<file path="src/rtl/reset_release_sequencer.sv">
// Releases per-subsystem resets one stage at a time once the fabric reset is up,
// waiting a settle delay and a ready acknowledge between stages; flags stuck or lost acks.
module reset_release_sequencer #(
  parameter int NUM_STAGES     = 4,
  parameter int DELAY_CYCLES   = 16,
  parameter int TIMEOUT_CYCLES = 1024
) (
  input  logic                  CLK,
  input  logic                  INTERNAL_RST,
  input  logic                  FABRIC_RESET_N,
  input  logic                  SOFT_RST_REQ,
  input  logic [NUM_STAGES-1:0] STAGE_ACK,
  output logic [NUM_STAGES-1:0] STAGE_RST_N,
  output logic                  ALL_READY,
  output logic                  TIMEOUT_ERR,
  output logic [2:0]            FAIL_STAGE
);

  typedef enum logic [2:0] {
    IDLE,
    DELAY,
    WAIT_ACK,
    DONE,
    ERROR
  } state_t;

  localparam logic [15:0] DELAY_LAST   = 16'(DELAY_CYCLES);
  localparam logic [15:0] TIMEOUT_LAST = 16'(TIMEOUT_CYCLES - 1);
  localparam logic [2:0]  LAST_STAGE   = 3'(NUM_STAGES - 1);

  logic [1:0]            sync;
  logic                  rel;
  logic                  abort;
  state_t                state, state_d;
  logic [2:0]            k, k_d;
  logic [15:0]           cnt, cnt_d;
  logic [NUM_STAGES-1:0] stage_mask;
  logic                  ack_k;
  logic [2:0]            lowest_drop;
  logic [NUM_STAGES-1:0] rst_n_d;
  logic                  ready_d, err_d;
  logic [2:0]            fail_d;

  // Two-flop synchroniser for the upstream fabric reset.
  always_ff @(posedge CLK or negedge INTERNAL_RST) begin
    if (!INTERNAL_RST) sync <= '0;
    else               sync <= {sync[0], FABRIC_RESET_N};
  end

  assign rel        = sync[1];
  assign abort      = !rel || SOFT_RST_REQ;
  assign stage_mask = NUM_STAGES'(1) << k;
  assign ack_k      = |(STAGE_ACK & stage_mask);

  always_comb begin
    lowest_drop = '0;
    for (int i = NUM_STAGES - 1; i >= 0; i--) begin
      if (!STAGE_ACK[i]) lowest_drop = 3'(i);
    end
  end

  always_comb begin
    // NOTE: every output of this block gets a default first so no path leaves a
    // value unassigned, which would otherwise infer a latch.
    state_d = state;
    k_d     = k;
    cnt_d   = cnt;
    rst_n_d = STAGE_RST_N;
    ready_d = ALL_READY;
    err_d   = TIMEOUT_ERR;
    fail_d  = FAIL_STAGE;

    if (abort) begin
      state_d = IDLE;
      k_d     = '0;
      cnt_d   = '0;
      rst_n_d = '0;
      ready_d = 1'b0;
      err_d   = 1'b0;
      fail_d  = '0;
    end else begin
      unique case (state)
        // The IDLE cycle counts as the first settle cycle of stage 0; later stages
        // spend that cycle on the ack handshake instead.
        IDLE: begin
          state_d = DELAY;
          cnt_d   = 16'd1;
        end
        DELAY: begin
          if (cnt == DELAY_LAST) begin
            rst_n_d = STAGE_RST_N | stage_mask;
            state_d = WAIT_ACK;
            cnt_d   = '0;
          end else begin
            cnt_d = cnt + 16'd1;
          end
        end
        WAIT_ACK: begin
          if (ack_k) begin
            cnt_d = '0;
            if (k == LAST_STAGE) begin
              state_d = DONE;
              ready_d = 1'b1;
            end else begin
              k_d     = k + 3'd1;
              state_d = DELAY;
            end
          end else if (cnt == TIMEOUT_LAST) begin
            state_d = ERROR;
            err_d   = 1'b1;
            fail_d  = k;
            rst_n_d = '0;
          end else begin
            cnt_d = cnt + 16'd1;
          end
        end
        DONE: begin
          if (!(&STAGE_ACK)) begin
            state_d = ERROR;
            err_d   = 1'b1;
            fail_d  = lowest_drop;
            ready_d = 1'b0;
            rst_n_d = '0;
          end
        end
        ERROR: begin
          rst_n_d = '0;
        end
        default: begin
          state_d = IDLE;
        end
      endcase
    end
  end

  always_ff @(posedge CLK or negedge INTERNAL_RST) begin
    // NOTE: sequential state uses non-blocking assignments so every flop samples
    // the pre-edge values, independent of statement order.
    if (!INTERNAL_RST) begin
      state       <= IDLE;
      k           <= '0;
      cnt         <= '0;
      STAGE_RST_N <= '0;
      ALL_READY   <= 1'b0;
      TIMEOUT_ERR <= 1'b0;
      FAIL_STAGE  <= '0;
    end else begin
      state       <= state_d;
      k           <= k_d;
      cnt         <= cnt_d;
      STAGE_RST_N <= rst_n_d;
      ALL_READY   <= ready_d;
      TIMEOUT_ERR <= err_d;
      FAIL_STAGE  <= fail_d;
    end
  end

endmodule

</file>
<file path="config.mk">
export PLATFORM = sky130hd
export DESIGN_NAME = reset_release_sequencer
export DESIGN_NICKNAME = d
export VERILOG_FILES = /design/src/rtl/reset_release_sequencer.sv
export SDC_FILE = /design/constraint.sdc
export NUM_CORES = 1
export LEC_CHECK = 0
export ABC_AREA = 1
export BUFFER_PORTS_ARGS = -buffer_cell sky130_fd_sc_hd__buf_2
export CORE_UTILIZATION = 50
export DETAILED_ROUTE_END_ITERATION = 7
export PLACE_DENSITY = 0.68
export SLEW_MARGIN = 20
export SYNTH_ARGS = -nofsm -noshare
export SYNTH_HDL_FRONTEND = slang
export SYNTH_SLANG_ARGS = --single-unit
export TNS_END_PERCENT = 100
</file>
<file path="constraint.sdc">
create_clock -name CLK -period 4.5 [get_ports CLK]
set_input_delay 0.45 -clock CLK [delete_from_list [all_inputs] [get_ports CLK]]
set_output_delay 0.45 -clock CLK [all_outputs]
set_load 0.05 [all_outputs]
</file>
# Word level (Yosys, flattened, before mapping)

Cells that the tools add are included.
W data, S select, Z words.

Register bits: 33
Output and inout port bits: 9

$add $sub $neg: 2
Equality and inequality tests: 17
Shift-type cells: 1
Multiplexer cells: 41
Bitwise logic cells: 2
Reductions and logical operators: 16

Operators with widths:

| cell                    | number |
|---|---|
| $mux W16                | 4 |
| $mux W3                 | 16 |
| $pmux W16 S3            | 1 |
| $mux W4                 | 5 |
| $ne A3 B3 Y1 const B    | 6 |
| $add A16 B1 Y16 const B | 1 |
| $eq A16 B10 Y1 const B  | 1 |
| $eq A16 B5 Y1 const B   | 1 |
| $pmux W4 S4             | 1 |
| $reduce_and A4 Y1       | 4 |
| $pmux W3 S5             | 1 |
| $eq A3 B2 Y1 const B    | 3 |
| $mux W1                 | 8 |
| $ne A4 B4 Y1 const B    | 2 |
| $pmux W3 S2             | 1 |
| $reduce_and A5 Y1       | 1 |
| $reduce_bool A5 Y1      | 1 |
| $and A4 B4 Y4           | 1 |
| $mux W2                 | 2 |
| $ne A2 B2 Y1 const B    | 2 |
| $or A4 B4 Y4            | 1 |
| $pmux W1 S2             | 2 |
| $reduce_bool A2 Y1      | 2 |
| $reduce_bool A4 Y1      | 1 |
| 11 further kinds        | 11 |

# Logic depth before layout (Yosys ltp)

Gate-level depths: netlist of the first run.

Word-level depth: 7
Depth in mapped cells: 12
Mapped depth without buffers: 11

# Worst setup path after synthesis of the first run

OpenSTA, ideal clock, no wires.

Path kind: flip-flop to flip-flop
Start: reg k[0]
End: reg cnt[7]
Setup time: 0.065 ns
Data arrival time: 1.763 ns
Path slack: 2.672 ns
Cell stages (with the launch flop): 13
Buffers on the path: 1
Period minus slack after synthesis: 1.828 ns
Cell sequence: dfrtp_1 -> ha_1 -> ha_1 -> nand2_1 -> nand2_1 -> nor2_4 -> nand2_2 -> nor2_1 -> nor2_1 -> nor2_4 -> buf_6 -> nand2_1 -> nand2_1

Word-level cells in the longest chain between the ends: 6
Elaborated cells between the ends (all ways): 8
Classes of those cells: eq/ne: 1; shift: 1; mux: 3; bitwise: 1; reduce/logical: 2

Ends and longest elaborated chain:

| what                     | RTL line | source |
|---|---|---|
| start: declaration       | 35       | `logic [2:0] k, k_d;` |
| start signal: assignment | 149      | `k <= k_d;` |
| $shl A1 B3 Y4 *          | 52       | `assign stage_mask = NUM_STAGES'(1) << k;` |
| $and A4 B4 Y4 *          | 53       | `assign ack_k = \|(STAGE_ACK & stage_mask);` |
| $reduce_or A4 Y1 *       | 53       |  |
| $mux W16                 | 99       | `if (ack_k) begin` |
| $pmux W16 S3             | 82       | `unique case (state)` |
| $mux W16                 | 73       | `if (abort) begin` |
| end signal: assignment   | 150      | `cnt <= cnt_d;` |
| end: declaration         | 36       | `logic [15:0] cnt, cnt_d;` |

Mark *: on every way between the ends. The rest lies on a longest branch, timed or not.
A chain may end at the register's enable or synchronous reset.

# Worst setup path in the final report of the first run

Start: reg k[0]
End: reg cnt[2]

The elaborated chain is that of the path after synthesis.

==> flow_metrics.env, run 1 <==
export IMPL_status="completed"
export IMPL_tritoncts="yes"
export IMPL_power_density_nw_per_um2=261
export IMPL_crit_top_cell="nand2_1"
export IMPL_drt_first_pass_iters=4
export IMPL_drcViolationCount=0
export IMPL_p_clk_share_pct=40.0
export IMPL_routed_wl_um=4920
export IMPL_pwr_share_comb_pct=10.8
export IMPL_viasPerCell=5.20
export IMPL_cp_num_cells=11
export IMPL_p_seq_share_pct=49.2
export IMPL_grt_overflow_total=0
export IMPL_io_pins=17
export IMPL_wl_per_cell_um=12.7
export IMPL_fillers=398
export IMPL_track_usage_pct=24.4
export IMPL_crit_required_ps=4730
export IMPL_diodes=0
export IMPL_gp_congestion=0.820
export IMPL_vias=2012
export IMPL_syn_inst=319
export IMPL_whs_ps=215
export IMPL_clock_latency_ps=290
export IMPL_ys_types=33
export IMPL_die_h_um=68.4
export IMPL_period_needed_ps=2200
export IMPL_reg2reg_from="k[0]$_DFFE_PN0P_"
export IMPL_grtUsageMet2_pct=35.8
export IMPL_clockBufferDepth=2
export IMPL_grt_pass1_wl_um=8290
export IMPL_nets=351
export IMPL_clk_pin_slew_ps=70
export IMPL_ys_ff_latch=33
export IMPL_skew_ps=8.90
export IMPL_initial_utilization_pct=53.5
export IMPL_worstPathArrival_ps=2430
export IMPL_power_switching_uw=170
export IMPL_rows=23
export IMPL_grt_pass1_vias=1801
export IMPL_die_area_um2=4670
export IMPL_syn_nets=334
export IMPL_cts_hold_fix_buffers=0
export IMPL_worstSetupPathType="reg2reg"
export IMPL_antenna_found_initial=0
export IMPL_finalCritPeriodShare_pct=48.9
export IMPL_portBuffers=16
export IMPL_grt_max_degree=34
export IMPL_synth_edf_count=0
export IMPL_reg2reg_slack_ps=2300
export IMPL_ys_seq_area_share_pct=37.5
export IMPL_setup_slack_ps=2300
export IMPL_critPathLaunchType="register"
export IMPL_clock_root_buffer="clkbuf_8"
export IMPL_finalNonFillerCells=387
export IMPL_dieWidth_um=68.4
export IMPL_hold_viol=0
export IMPL_internal_power_uw=457
export IMPL_place_inst=379
export IMPL_gr_max_usage_layer="met2"
export IMPL_crit_slowest_cell="dfrtp_1"
export IMPL_use_met3_pct=5.50
export IMPL_setup_tns_ps=0
export IMPL_setup_viol=0
export IMPL_utilization_pct=58.5
export IMPL_cp_cell_sequence="ha_1 > ha_1 > nand2_1 > nand2_1 > nor2_4 > nand2_2 > nor2_1 > nor2_1 > nor2_4 > nand2_1 > nand2_1"
export IMPL_ant_nets=0
export IMPL_vdd_drop_max_v=0.000178
export IMPL_ys_flop_type="dfrtp_1"
export IMPL_synth_area_leaders="dfrtp_1, nand2_1, nand3_1"
export IMPL_worst_r2r_cell_count=11
export IMPL_core_um2=4120
export IMPL_rsz0062_at_grt="no"
export IMPL_dp_hpwl_um=3640
export IMPL_crit_path_end_kind="register"
export IMPL_drv_slew=0
export IMPL_relSlewSlack_pct=50.2
export IMPL_async_flop_share_pct=100
export IMPL_critPathMaxStageDelay_ps=430
export IMPL_critical_path_reg2reg_endpoint="cnt[2]$_DFFE_PN0P_"
export IMPL_cts_made_buffers=5
export IMPL_synth_top_area_share_pct=37.5
export IMPL_gr_usage_met1_pct=34.0
export IMPL_total_leakage_power_uw=0.00127
export IMPL_timing_fmax_ghz=0.454
export IMPL_pre_cts_ws_ps=2230
export IMPL_power_switching_share_pct=27.1
export IMPL_max_cap_violations=0
export IMPL_post_cts_resized=0
export IMPL_syn_area_um2=2200
export IMPL_yosysMostFrequentCell="nand2_1"
export IMPL_h_tree_depth=2
export IMPL_hold_class="in2async"
export IMPL_cts_sinks=33
export IMPL_ys_top_cells_by_count="nand2_1, nor2_1, nand3_1, dfrtp_1, inv_1"
export IMPL_drt_initial_drc_count=147
export IMPL_area_delta_synth_final_pct=9.26
export IMPL_post_cts_buffers=0
export IMPL_path_delay_family="simple AND/OR/NAND/NOR gates"
export IMPL_drive_above_1_share_pct=11.3
export IMPL_synth_avg_cell_area_um2=6.90
export IMPL_tightest_slew_ps=748
export IMPL_path_max_fanout=15
export IMPL_path_buf_inv=0
export IMPL_yosys_area_top_type="dfrtp_1"
export IMPL_synth_warnings=0
worst reg2reg max path: stages, from the launching register on:
cell     delay, ps
dfrtp_1        430
ha_1           220
ha_1           250
nand2_1         90
nand2_1        110
nor2_4         220
nand2_2        100
nor2_1         120
nor2_1          90
nor2_4         310
nand2_1        110
nand2_1         90
worst max path at each step:
| stage | end | slack (ps) | from |
|---|---|---|---|
| finish | cnt[2]$_DFFE_PN0P_ | 2300 | k[0]$_DFFE_PN0P_ |
| global route | STAGE_RST_N[1]$_DFFE_PN0P_ | 2100 | sync[1]$_DFF_PN0_ |
| CTS | cnt[2]$_DFFE_PN0P_ | 2300 | k[0]$_DFFE_PN0P_ |
| detailed placement | STAGE_RST_N[3]$_DFFE_PN0P_ | 2230 | SOFT_RST_REQ |
| global placement | STAGE_RST_N[0]$_DFFE_PN0P_ | 2290 | SOFT_RST_REQ |
| floorplan | cnt[7]$_DFFE_PN0P_ | 2670 | k[0]$_DFFE_PN0P_ |
cells in the final DEF (no fill, tap or decap):
master    Yosys  final
o21ai_1       3      3
xor2_1        7      7
a31o_2        1      1
clkbuf_8      0      7
nand2_2       4      4
clkinv_1      2      2
o22ai_1       1      1
nor3_1        5      5
a21oi_1       9      9
nor2_2        1      1
dfrtp_1      33     33
inv_2         3      3
nor2_1       36     36
nand3_2       1      1
nor3b_1       1      1
inv_1        27     27
nor2_4        3      3
o21bai_1      3      3
nor3_4        1      1
a41oi_1       1      1
o21ai_0      11     11
nand2_1     109    109
xnor2_1       1      1
nand4_1       5      5
a21boi_1      1      1
a31oi_1       1      1
nor4_1        1      1
clkinv_2      0      1
buf_2         2     16
nand3_1      34     34
ha_1          7      7
nand3b_1      1      1
layout make-up:
type / instances / area [um2] / area share, %
Clock buffer: 7 / 96.3 / 4.00
Clock inverter: 1 / 5.00 / 0.208
Inverter: 32 / 120 / 4.99
Multi-Input combinational cell: 248 / 1220 / 50.5
Sequential cell: 33 / 826 / 34.3
Tap cell: 50 / 62.6 / 2.60
Timing Repair Buffer: 16 / 80.1 / 3.33
state kept, by name, summed over array words and instances (netlist names):
register / count
STAGE_RST_N: 4
state: 3
ALL_READY: 1
TIMEOUT_ERR: 1
cnt: 16
FAIL_STAGE: 3
k: 3
sync: 2
through the flow:
stage               power (uW)  instance area, um2
floorplan                  361                2200
global placement           381                2300
detailed placement         381                2300
CTS                        635                2410
global route               654                2410
finish                     627                2410
metal layers:
| layer | vias to the layer above | part of all wire [%] |
|---|---|---|
| li1 | 1063 | - |
| met1 | 909 | 51 |
| met2 | 32 | 44 |
| met3 | 8 | 3.2 |
| met4 | 0 | 1.8 |
| met5 | - | 0 |
power by group through the flow:
stage | registers (uW) | logic (uW) | clock network, uW
after floorplan | 320 | 40.1 | 0
after global placement | 314 | 67.1 | 0
after detailed placement | 314 | 67.4 | 0
after CTS | 308 | 68.1 | 258
after global routing | 309 | 76.9 | 268
final | 309 | 67.8 | 251
kinds of logic after synthesis:
logic type / count (synthesis) / synth area share, %
AO/OA/AOI/OAI: 31 / 7.95
XOR/XNOR: 8 / 3.18
adder cells (fa/ha/maj): 7 / 3.98
buffers and inverters: 38 / 7.27
flip-flops: 33 / 37.5
AND/OR/NAND/NOR: 202 / 40.1
No activity file was read; power rests on OpenSTA's default activity.
==> run 2: changes to the inputs <==
==> constraint.sdc (replaced) <==
create_clock -name CLK -period 2.3 [get_ports CLK]
set_input_delay 0.23 -clock CLK [delete_from_list [all_inputs] [get_ports CLK]]
set_output_delay 0.23 -clock CLK [all_outputs]
set_load 0.05 [all_outputs]
==> flow_metrics.env, run 2 (synthesis gave the netlist of run 1 again) <==
export IMPL_status="finished with violations"
export IMPL_violations="hold timing"
export IMPL_tightest_slew_ps=708
export IMPL_utilization_pct=59.5
export IMPL_core_um2=4120
export IMPL_grt_pass1_vias=1723
export IMPL_setup_viol=0
export IMPL_nets=355
export IMPL_io_pins=17
export IMPL_critPathLaunchType="register"
export IMPL_area_delta_synth_final_pct=11.2
export IMPL_hold_viol=33
export IMPL_tritoncts="yes"
export IMPL_antenna_found_initial=0
export IMPL_drive_above_1_share_pct=12.3
export IMPL_power_switching_uw=329
export IMPL_finalCritPeriodShare_pct=90.9
export IMPL_skew_ps=9.47
export IMPL_crit_required_ps=2530
export IMPL_drcViolationCount=0
export IMPL_initial_utilization_pct=53.5
export IMPL_timing_fmax_ghz=0.478
export IMPL_crit_path_end_kind="register"
export IMPL_drv_slew=0
export IMPL_portBuffers=16
export IMPL_multiInputGateArea_um2=1220
export IMPL_cts_sinks=33
export IMPL_p_clk_share_pct=39.5
export IMPL_vdd_drop_max_v=0.000284
export IMPL_internal_power_uw=899
export IMPL_period_needed_ps=2090
export IMPL_setup_tns_ps=0
export IMPL_vias=2049
export IMPL_die_h_um=68.4
export IMPL_rows=23
export IMPL_largest_reg_flops=16
export IMPL_drt_initial_drc_count=196
export IMPL_gp_congestion=0.863
export IMPL_grt_pass1_wl_um=8030
export IMPL_clock_root_buffer="clkbuf_8"
export IMPL_grt_overflow_total=0
export IMPL_diodes=0
export IMPL_cts_made_buffers=5
export IMPL_final_seq_area_um2=826
export IMPL_worst_r2r_cell_count=12
export IMPL_drt_first_pass_iters=6
export IMPL_routed_wl_um=4980
export IMPL_p_seq_share_pct=49.2
export IMPL_die_area_um2=4670
export IMPL_post_cts_resized=0
export IMPL_relSlewSlack_pct=52.8
export IMPL_h_tree_depth=2
export IMPL_worstPathArrival_ps=2320
export IMPL_dp_hpwl_um=3610
export IMPL_viasPerCell=5.24
export IMPL_worstSetupPathType="reg2reg"
export IMPL_dieWidth_um=68.4
export IMPL_total_leakage_power_uw=0.00129
export IMPL_power_density_nw_per_um2=502
export IMPL_clk_pin_slew_ps=70
export IMPL_reg2reg_slack_ps=210
export IMPL_final_cell_mix="nand2_1, nor2_1, nand3_1"
export IMPL_path_max_fanout=8
export IMPL_track_usage_pct=23.3
export IMPL_hold_class="in2async"
export IMPL_pwr_share_comb_pct=11.3
export IMPL_grt_max_degree=34
export IMPL_max_cap_violations=0
export IMPL_ant_nets=0
export IMPL_whs_ps=-16.9
export IMPL_wl_per_cell_um=12.7
export IMPL_clockBufferDepth=2
export IMPL_layout_commonest_cell="nand2_1"
export IMPL_power_switching_share_pct=26.8
export IMPL_rsz0062_at_grt="no"
export IMPL_largestRegisters="cnt x16, STAGE_RST_N x4"
export IMPL_clock_latency_ps=290
export IMPL_cts_hold_fix_buffers=0
export IMPL_fillers=397
export IMPL_regMostFlops="cnt"
-- run 2: cell type report --
| class | count | area share, % |
|---|---|---|
| Sequential cell | 33 | 33.7 |
| Inverter | 32 | 4.91 |
| Tap cell | 50 | 2.55 |
| Timing Repair Buffer | 20 | 5.01 |
| Clock inverter | 1 | 0.204 |
| Multi-Input combinational cell | 248 | 49.7 |
| Clock buffer | 7 | 3.93 |
-- run 2: metrics by stage --
step / instances / hold WS, ps / instance area, um2 / setup slack, ps / power [uW]
after global routing: 391 / 35.1 / 2450 / 25.8 / 1280
after CTS: 389 / 20.6 / 2420 / 193 / 1240
final: 391 / -16.9 / 2450 / 210 / 1230
after global placement: 381 / 326 / 2320 / 294 / 748
after detailed placement: 381 / 331 / 2320 / 220 / 748
after floorplan: 319 / -65.6 / 2200 / 472 / 705
-- run 2: routing by layer --
metal / global-route usage (%) / wire length [um] / vias up
met5: 0 / 0 / -
met4: 9.11 / 72 / 0
met3: 4.00 / 254 / 9
met2: 32.1 / 2040 / 57
met1: 35.3 / 2610 / 915
li1: - / - / 1068
-- run 2: path summary, 6_finish.rpt --
check / from / end
min in group CLK: FABRIC_RESET_N / sync[0]$_DFF_PN0_
worst min register to register: sync[0]$_DFF_PN0_ / sync[1]$_DFF_PN0_
worst max-delay path: k[0]$_DFFE_PN0P_ / cnt[4]$_DFFE_PN0P_
max in group asynchronous: INTERNAL_RST / k[1]$_DFFE_PN0P_
worst max register to register: k[0]$_DFFE_PN0P_ / cnt[4]$_DFFE_PN0P_
worst min-delay path: INTERNAL_RST / cnt[15]$_DFFE_PN0P_
-- run 2: timing repair --
action,in CTS,in global routing
setup buffers,0,2
setup endpoints to repair,0,2
hold endpoints to repair,0,0
-- run 2: worst max-delay path, cell delays in order (launching register included) --
cell,delay (ps)
dfrtp_1,420
ha_1,220
ha_1,230
nand2_1,80
nand2_1,100
nor2_4,220
nand2_2,110
nor2_1,130
nor2_1,100
nor2_4,150
buf_4,150
nand2_1,50
nand2_1,70
-- run 2: power groups by stage --
| stage | combinational (uW) | clock (uW) | sequential, uW |
|---|---|---|---|
| final | 139 | 485 | 604 |
| after global routing | 156 | 520 | 605 |
| after CTS | 135 | 498 | 603 |
| after detailed placement | 134 | 0 | 614 |
| after global placement | 134 | 0 | 614 |
| after floorplan | 78.4 | 0 | 627 |
==> run 3: changes to the inputs <==
--- a/config.mk
+++ b/config.mk
@@ -7,9 +7,11 @@
 export LEC_CHECK = 0
 export ABC_AREA = 1
 export BUFFER_PORTS_ARGS = -buffer_cell sky130_fd_sc_hd__buf_2
-export CORE_UTILIZATION = 50
+export CORE_UTILIZATION = 61
+export CTS_BUF_LIST = sky130_fd_sc_hd__clkbuf_4 sky130_fd_sc_hd__clkbuf_8
 export DETAILED_ROUTE_END_ITERATION = 7
-export PLACE_DENSITY = 0.68
+export MAX_ROUTING_LAYER = met4
+export PLACE_DENSITY = 0.81
 export SLEW_MARGIN = 20
 export SYNTH_ARGS = -nofsm -noshare
 export SYNTH_HDL_FRONTEND = slang
==> flow_metrics.env, run 3 (synthesis gave the netlist of run 1 again) <==
export IMPL_highest_layer="met4"
export IMPL_drcViolationCount=0
export IMPL_post_cts_buffers=0
export IMPL_final_seq_area_um2=826
export IMPL_regMostFlops="cnt"
export IMPL_cts_hold_fix_buffers=2
export IMPL_crit_path_start="k[0]$_DFFE_PN0P_"
export IMPL_track_usage_pct=28.3
export IMPL_hold_class="in2reg"
export IMPL_skew_ps=14.7
export IMPL_wl_met3_um=340
export IMPL_max_cap_violations=0
export IMPL_wl_per_cell_um=12.4
export IMPL_routed_wl_um=4780
export IMPL_nets=354
export IMPL_largestRegisters="cnt x16, STAGE_RST_N x4"
export IMPL_layout_commonest_cell="nand2_1"
export IMPL_hold_viol=0
export IMPL_die_area_um2=3850
export IMPL_core_um2=3390
export IMPL_critPathLaunchType="register"
export IMPL_grt_pass1_vias=1732
export IMPL_die_h_um=62.1
export IMPL_largest_reg_flops=16
export IMPL_dp_hpwl_um=3570
export IMPL_finalCritPeriodShare_pct=91.1
export IMPL_diodes=0
export IMPL_drt_first_pass_iters=4
export IMPL_drive_above_1_share_pct=11.2
export IMPL_grt_pass1_wl_um=7760
export IMPL_reg2reg_from="k[0]$_DFFE_PN0P_"
export IMPL_p_seq_share_pct=55.1
export IMPL_vdd_drop_max_v=0.000359
export IMPL_worstHoldStart="STAGE_ACK[0]"
export IMPL_cts_made_buffers=5
export IMPL_drv_slew=0
export IMPL_final_cell_mix="nand2_1, nor2_1, nand3_1"
export IMPL_power_switching_share_pct=28.5
export IMPL_ant_nets=0
export IMPL_h_tree_depth=2
export IMPL_gp_congestion=0.917
export IMPL_pwr_share_comb_pct=12.4
export IMPL_clock_root_buffer="clkbuf_4"
export IMPL_finalNonFillerCells=385
export IMPL_power_density_nw_per_um2=459
export IMPL_met1_length_um=2330
export IMPL_cts_sinks=33
export IMPL_multiInputGateArea_um2=1220
export IMPL_period_needed_ps=2100
export IMPL_setup_viol=0
export IMPL_status="completed"
export IMPL_tritoncts="yes"
export IMPL_io_pins=17
export IMPL_area_delta_synth_final_pct=8.35
export IMPL_rows=21
export IMPL_timing_fmax_ghz=0.477
export IMPL_setup_tns_ps=0
export IMPL_path_max_fanout=15
export IMPL_clockBufferDepth=2
export IMPL_tightest_slew_ps=720
export IMPL_p_clk_share_pct=32.6
export IMPL_total_leakage_power_uw=0.00126
export IMPL_grt_max_degree=34
export IMPL_clk_pin_slew_ps=110
export IMPL_worstSetupPathType="reg2reg"
export IMPL_worstPathArrival_ps=2370
export IMPL_relSlewSlack_pct=52.0
export IMPL_met2WireLength_um=2060
export IMPL_drt_initial_drc_count=218
export IMPL_initial_utilization_pct=65.0
export IMPL_crit_path_end_kind="register"
export IMPL_antenna_found_initial=0
export IMPL_viasPerCell=5.35
export IMPL_place_inst=376
export IMPL_clock_latency_ps=340
export IMPL_grt_overflow_total=0
export IMPL_portBuffers=16
export IMPL_post_cts_resized=0
export IMPL_crit_required_ps=2570
export IMPL_power_switching_uw=311
export IMPL_rsz0062_at_grt="no"
export IMPL_dieWidth_um=62.1
export IMPL_internal_power_uw=783
export IMPL_fillers=296
export IMPL_vias=2060
-- run 3: metrics by stage --
stage	instance area, um2	util (%)	power [uW]	worst slack, ps	hold WS, ps
final	2390	70.4	1090	204	231
after global routing	2390	70.4	1140	15.4	242
after CTS	2390	70.4	1100	189	232
after detailed placement	2310	68.1	747	239	335
after global placement	2310	68.1	744	313	320
after floorplan	2200	-	705	472	-65.6
-- run 3: area by class of cell --
cell class	count	area share (%)
Tap cell	46	2.41
Clock buffer	7	2.46
Inverter	32	5.03
Multi-Input combinational cell	248	51.0
Timing Repair Buffer	19	4.51
Sequential cell	33	34.6
-- run 3: worst max-delay path, stage by stage (launching register included) --
cell	delay (ps)
dfrtp_1	430
ha_1	220
ha_1	240
nand2_1	90
nand2_1	90
nor2_4	210
nand2_2	90
nor2_1	100
nor2_1	80
nor2_4	290
nand2_1	100
nand2_1	70
-- run 3: path summary, 6_finish.rpt --
path	endpoint	slack [ps]	cells past startpoint
worst max-delay path	cnt[12]$_DFFE_PN0P_	200	11
worst min-delay path	FAIL_STAGE[0]$_DFFE_PN0P_	230	3
worst max register to register	cnt[12]$_DFFE_PN0P_	200	11
worst min register to register	sync[1]$_DFF_PN0_	380	0
max in group asynchronous	ALL_READY$_DFFE_PN0P_	1360	2
min in group asynchronous	TIMEOUT_ERR$_DFFE_PN0P_	470	2
-- run 3: power by group through the flow --
| stage | Clock [uW] | Combinational, uW | Sequential, uW |
|---|---|---|---|
| floorplan | 0 | 78.4 | 627 |
| CTS | 357 | 136 | 603 |
| global placement | 0 | 130 | 614 |
| global route | 379 | 153 | 605 |
| detailed placement | 0 | 133 | 614 |
| finish | 356 | 135 | 603 |
-- run 3: per-layer routing --
layer / up-vias / GRT usage [%]
met1: 914 / 42.0
met5: - / -
met2: 77 / 40.1
met3: 7 / 4.97
met4: 0 / 6.35
li1: 1062 / -
